[src/rtl/regfile_write_arbiter.sv]
// Single write-port owner for the register file: clears every register after reset,
// then shares the port between two writeback requesters with round-robin arbitration.
module regfile_write_arbiter #(
  parameter int NUM_REGS   = 32,
  parameter int ADDR_W     = 6,
  parameter int DATA_W     = 32,
  parameter int ZERO_X0    = 1,
  parameter int PRIO_RESET = 0
) (
  input  logic              clock,
  input  logic              reset,
  input  logic              req0_valid,
  input  logic [ADDR_W-1:0] req0_addr,
  input  logic [DATA_W-1:0] req0_data,
  output logic              req0_ready,
  input  logic              req1_valid,
  input  logic [ADDR_W-1:0] req1_addr,
  input  logic [DATA_W-1:0] req1_data,
  output logic              req1_ready,
  output logic              rf_regwrite,
  output logic [ADDR_W-1:0] rf_writereg,
  output logic [DATA_W-1:0] rf_writedata,
  output logic              grant_id,
  output logic              init_done,
  output logic              err_oob
);

  localparam int CNT_W = $clog2(NUM_REGS) + 1;

  typedef enum logic {S_CLEAR, S_ARB} state_t;

  state_t              r_state;
  logic [CNT_W-1:0]    r_cnt;
  logic                r_last_grant;
  logic                r_rf_regwrite;
  logic [ADDR_W-1:0]   r_rf_writereg;
  logic [DATA_W-1:0]   r_rf_writedata;
  logic                r_grant_id;
  logic                r_init_done;
  logic                r_err_oob;

  logic                w_arb;
  logic                w_grant0;
  logic                w_grant1;
  logic                w_accept;
  logic [ADDR_W-1:0]   w_addr;
  logic [DATA_W-1:0]   w_data;
  logic                w_oob;
  logic                w_zero_drop;

  // On a tie the requester that did not win last time gets the port.
  assign w_arb       = (r_state == S_ARB) && !reset;
  assign w_grant0    = w_arb && req0_valid && (!req1_valid || r_last_grant);
  assign w_grant1    = w_arb && req1_valid && (!req0_valid || !r_last_grant);
  assign w_accept    = w_grant0 || w_grant1;
  assign w_addr      = w_grant1 ? req1_addr : req0_addr;
  assign w_data      = w_grant1 ? req1_data : req0_data;
  assign w_oob       = 32'(w_addr) >= 32'(NUM_REGS);
  assign w_zero_drop = (ZERO_X0 != 0) && (w_addr == '0);

  assign req0_ready   = w_grant0;
  assign req1_ready   = w_grant1;
  assign rf_regwrite  = r_rf_regwrite;
  assign rf_writereg  = r_rf_writereg;
  assign rf_writedata = r_rf_writedata;
  assign grant_id     = r_grant_id;
  assign init_done    = r_init_done;
  assign err_oob      = r_err_oob;

  always_ff @(posedge clock) begin
    if (reset) begin
      r_state        <= S_CLEAR;
      r_cnt          <= '0;
      r_last_grant   <= (PRIO_RESET != 0);
      r_rf_regwrite  <= 1'b0;
      r_rf_writereg  <= '0;
      r_rf_writedata <= '0;
      r_grant_id     <= 1'b0;
      r_init_done    <= 1'b0;
      r_err_oob      <= 1'b0;
    end else begin
      case (r_state)
        S_CLEAR: begin
          r_rf_regwrite  <= 1'b1;
          r_rf_writereg  <= ADDR_W'(r_cnt);
          r_rf_writedata <= '0;
          r_grant_id     <= 1'b0;
          r_err_oob      <= 1'b0;
          if (r_cnt == CNT_W'(NUM_REGS - 1)) begin
            r_state     <= S_ARB;
            r_init_done <= 1'b1;
            r_cnt       <= '0;
          end else begin
            r_cnt <= r_cnt + 1'b1;
          end
        end
        S_ARB: begin
          if (w_accept) begin
            r_last_grant   <= w_grant1;
            r_rf_writereg  <= w_addr;
            r_rf_writedata <= w_data;
            r_grant_id     <= w_grant1;
            r_rf_regwrite  <= !w_oob && !w_zero_drop;
            r_err_oob      <= w_oob;
          end else begin
            r_rf_regwrite <= 1'b0;
            r_err_oob     <= 1'b0;
          end
        end
        default: begin
          r_state <= S_CLEAR;
          r_cnt   <= '0;
        end
      endcase
    end
  end

endmodule
[config.mk]
export PLATFORM = sky130hd
export DESIGN_NAME = regfile_write_arbiter
export DESIGN_NICKNAME = d
export VERILOG_FILES = /design/src/rtl/regfile_write_arbiter.sv
export SDC_FILE = /design/constraint.sdc
export NUM_CORES = 1
export LEC_CHECK = 0
export ABC_AREA = 1
export ABC_CLOCK_PERIOD_IN_PS = 1900
export BUFFER_PORTS_ARGS = -buffer_cell sky130_fd_sc_hd__buf_2
export CAP_MARGIN = 20
export CORE_MARGIN = 1
export CORE_UTILIZATION = 44
export DETAILED_ROUTE_END_ITERATION = 12
export HOLD_SLACK_MARGIN = 0.08
export PLACE_DENSITY_LB_ADDON = 0.25
export SKIP_CTS_REPAIR_TIMING = 1
export SYNTH_ARGS = -nofsm -noshare
export SYNTH_HDL_FRONTEND = slang
export SYNTH_SLANG_ARGS = --single-unit
export TNS_END_PERCENT = 1
[constraint.sdc]
create_clock -name clock -period 1.9 [get_ports clock]
set_input_delay 0.19 -clock clock [delete_from_list [all_inputs] [get_ports clock]]
set_output_delay 0.19 -clock clock [all_outputs]
set_load 0.005 [all_outputs]
[Yosys cells after proc, flatten, opt, wreduce, memory -nomap -nowiden]
Index checks and enable logic that the tools add are counted.
Widths: inputs -> output; s select.
Storage, ports and cells
  bits of input ports: 80
  output and inout bits: 44
  register bits: 50
  word-level logic and storage cells: 47
Cells by class
  equal/unequal tests: 2
  bitwise operators: 1
  $add $sub $neg: 1
  muxes and demuxes: 15
  $lt $le $gt $ge: 1
  reductions and logical operators: 18
Operator list (count)
  $mux 32: 2
  $pmux 32 s2: 1
  $mux 6: 3
  $pmux 6 s2: 1
  $add 6x1->6 const B: 1
  $eq 6x5->1 const B: 1
  $ge 6x6->1 const B: 1
  $logic_and 1x1->1: 6
  $logic_not 1->1: 6
  $logic_not 6->1: 1
  $pmux 1 s2: 3
  $mux 1: 5
  $reduce_and 2->1: 2
  $logic_or 1x1->1: 3
  $ne 2x1->1 const B: 1
  $not 1->1: 1

[Longest topological paths before layout]
  depth after elaboration: 10
  mapped depth: 9
  depth with buffers taken out: 8

[Worst setup path before layout]
Ideal clock, no wire load.
  path type: reg2reg
  start point: reg r_state
  end point: reg r_rf_writereg[2], in the netlist rf_writereg[2]
  arrival time: 1.325 ns
  library setup time: 0.133 ns
  clock period less this slack: 1.458 ns
  path slack: 0.442 ns
  cell stages (with the launch flop): 10
  data required time: 1.767 ns
  cells stage by stage: dfxtp_1 > inv_2 > nor2_4 > inv_2 > a21oi_4 > nor2_1 > buf_2 > buf_2 > nand2_1 > a31oi_1
Between the ends
  longest elaborated chain between the ends: 6
  elaborated cells between the ends (all ways): 11
  those cells by class: 1 x eq/ne; 3 x mux; 1 x bitwise; 6 x reduce/logical
RTL lines
  from (decl): line 32  | state_t r_state;
  from (signal assigned): line 72  | r_state <= S_CLEAR;
  from (signal assigned): line 90  | r_state <= S_ARB;
  from (signal assigned): line 111  | r_state <= S_CLEAR;
  $logic_and 1x1->1: line 52  | assign w_arb = (r_state == S_ARB) && !reset;
  $logic_and 1x1->1 (2 in series): line 54  | assign w_grant1 = w_arb && req1_valid && (!req0_valid || !r_last_grant);
  $mux 6: line 56  | assign w_addr = w_grant1 ? req1_addr : req0_addr;
  $mux 6: line 98  | if (w_accept) begin
  $pmux 6 s2: line 82  | case (r_state)
  to (signal assigned): line 85  | r_rf_writereg <= ADDR_W'(r_cnt);
  to (signal assigned): line 100  | r_rf_writereg <= w_addr;
  to (decl): line 36  | logic [ADDR_W-1:0] r_rf_writereg;
Several ways; a longest one is shown, not always the timed one. The select of a mux whose other input is x is not followed.
A chain may end at the register's enable or synchronous reset.

[Worst setup path in the final report]
  start point: reg r_state
  end point: reg r_rf_writereg[1], in the netlist rf_writereg[1]
Same word-level chain as after synthesis.

==> results_dict.tcl <==
set metrics [dict create \
    grt_max_degree 27 \
    leakagePower_nw 1.45 \
    drt_pre_antenna_iters 4 \
    clock_tree.buffer_depth 2 \
    synth_simple_gate_area_share_pct 27.9 \
    total_power_mw 1.84 \
    holdWs_ps 173 \
    routedWlPerCell_um 11.7 \
    min_period_ps 1750 \
    cp_slowest_cell "dfxtp_1" \
    arrival_ps 1980 \
    fmax_ghz 0.573 \
    clk_pin_slew_ps 90 \
    die_width_um 73.9 \
    slew_headroom_pct 66.8 \
    track_usage_pct 22.6 \
    status "finished clean" \
    core_um2 4850 \
    syn_area_per_cell_um2 6.76 \
    critPathMaxFanout 17 \
    pin_count 124 \
    fp.dieArea_um2 5460 \
    final_nets 540 \
    drt-initial-drc-count 112 \
    globalRouteOverflowTotal 0 \
    skew_ps 5.55 \
    hpwl_um 4620 \
    rsz0062_at_grt "false" \
    slew_violations 0 \
    yosys-top-cells-area "dfxtp_1, nor2_1, nand2_1" \
    synth_top_family_by_area "simple AND/OR/NAND/NOR gates" \
    antenna_found_initial 0 \
    cts_buffers 5 \
    antenna_left 0 \
    grt_pass1_vias 2258 \
    finish.utilization_pct 63.7 \
    grt_pass1_wl_um 9480 \
    synth.distinct_cells 23 \
    syn-num-nets 417 \
    clk_latency_ps 300 \
    fin_crit_sh_pct 91.9 \
    die-height_um 73.9 \
    vdd_drop_max_mv 0.307 \
    layout-area-overhead-vs-synth_pct 35.9 \
    cts_tree "done" \
    rows 25 \
    hold_class "input port to flop" \
    h-tree-depth 2 \
    synth_xor_area_share_pct 0 \
    drv_cap 0 \
    tns_ps 0 \
    vias 2570 \
    ys_seq_area_share_pct 44.1 \
    crit_chain "inv_2, nor2_4, inv_2, a21oi_4, buf_4, inv_2, buf_4, or2_2, a31oi_1" \
    drc_errors 0 \
    yosys_warnings 0 \
    synth_fa_ha_area_share_pct 0.551 \
    yosysTopAreaCellShare_pct 44.1 \
    via_per_inst 4.88 \
    p_per_area_nw_per_um2 596 \
    tightest_slew_ps 497 \
    port_buffers 123 \
    start_util_pct 46.9 \
    crit_family "buffers and inverters" \
    critical-path-max-stage-delay_ps 440 \
    crit_buf_inv 5 \
    drive_above_1_share_pct 32.6 \
    cp.required_ps 2130 \
    diodes 0 \
    gp_congestion 0.895 \
    setup_violations 0 \
    wl_um 6180 \
    synthCells 336 \
    netlist_area_um2 2270 \
    cts-root-buf "clkbuf_8" \
    startpoint_type "flop" \
    critPathCaptureType "flop" \
    final_hold_viol_count 0 \
    synth-compound-area-share_pct 20.0 \
    crit_top_cell "inv_2" \
    numClockSinks 50 \
    yosys-mux-area-fraction_pct 0 \
    synth_top_area_cell "dfxtp_1" \
    worstSetupPathType "flop to flop" \
    synth_seq_cells 50 \
]
==> per-layer routing <==
metal  track usage [%]  vias to the layer above  share of wire, %  wire length [µm]
met3              3.57                        9               6.5               403
met4              8.33                        0               1.3                82
met2              41.8                      103                49              3000
li1                  -                     1337                 -                 -
met1              25.9                     1121                44              2690
met5                 0                        -                 0                 0
==> power breakdown <==
part	total [mW]	switching, mW	internal [mW]
clock	0.619	0.325	0.294
sequential	1.07	0.00824	1.06
combinational	0.156	0.0707	0.0854
==> logic make-up (layout without fill, tap and decap cells) <==
group                    count (synthesis)  in the layout
flip-flops                              50             50
AO/OA/AOI/OAI                           86             86
adder cells (fa/ha/maj)                  1              1
buffers and inverters                   41            165
AND/OR/NAND/NOR                        158            158
==> layout make-up <==
| cell class | instances | area (µm²) |
|---|---|---|
| Multi-Input combinational cell | 245 | 1110 |
| Clock inverter | 1 | 5.00 |
| Clock buffer | 7 | 86.3 |
| Fill cell | 462 | 1760 |
| Sequential cell | 50 | 1000 |
| Tap cell | 67 | 83.8 |
| Inverter | 21 | 78.8 |
| Timing Repair Buffer | 136 | 726 |
==> cells in the mapped netlist, drive strengths merged <==
cell type,instances
a21oi,38
o21bai,1
nor2,76
nor3,1
clkinv,1
buf,12
o21ai,40
clkbuf,8
ha,1
inv,20
nand4,5
dfxtp,50
nand3,7
nand2,66
o21a,1
nor3b,2
or2,1
a31oi,6
==> layout by cell type, fill, tap and decap left out, types with 7 or more instances in the layout <==
cell       n
buf_4     12
a21oi_1   37
dfxtp_1   50
nand3_1    7
nand2_1   66
buf_2    123
inv_1     17
o21ai_1    9
o21ai_0   31
nor2_1    74
==> worst min-delay path, delay by kind of cell <==
kind,cells,cell delay [ps]
AO/OA/AOI/OAI,2,170
buffers and inverters,1,70
==> flip-flops by register name (all words and copies together), names as in the netlist <==
name and flops:
grant_id 1, init_done 1, r_cnt 6, r_state 1
err_oob 1, rf_writereg 6, r_last_grant 1, rf_regwrite 1
rf_writedata 32
==> path summary, 6_finish.rpt <==
path                      start                to  slack (ps)  cells after the start
setup / recovery        r_state    rf_writereg[1]         150                      9
hold reg to reg       init_done         init_done         450                      2
setup reg to reg        r_state    rf_writereg[1]         150                      9
hold / removal    req1_data[20]  rf_writedata[20]         170                      3
==> through the flow <==
stage / worst slack [ps] / std cells / area [µm²]
2_1_floorplan: 442 / 336 / 2270
3_3_place_gp: 193 / 519 / 2990
3_5_place_dp: 113 / 519 / 2990
4_1_cts: 72.1 / 527 / 3080
5_1_grt: 21.2 / 527 / 3090
6_report: 154 / 527 / 3090
(Power assumes the default switching activity.)
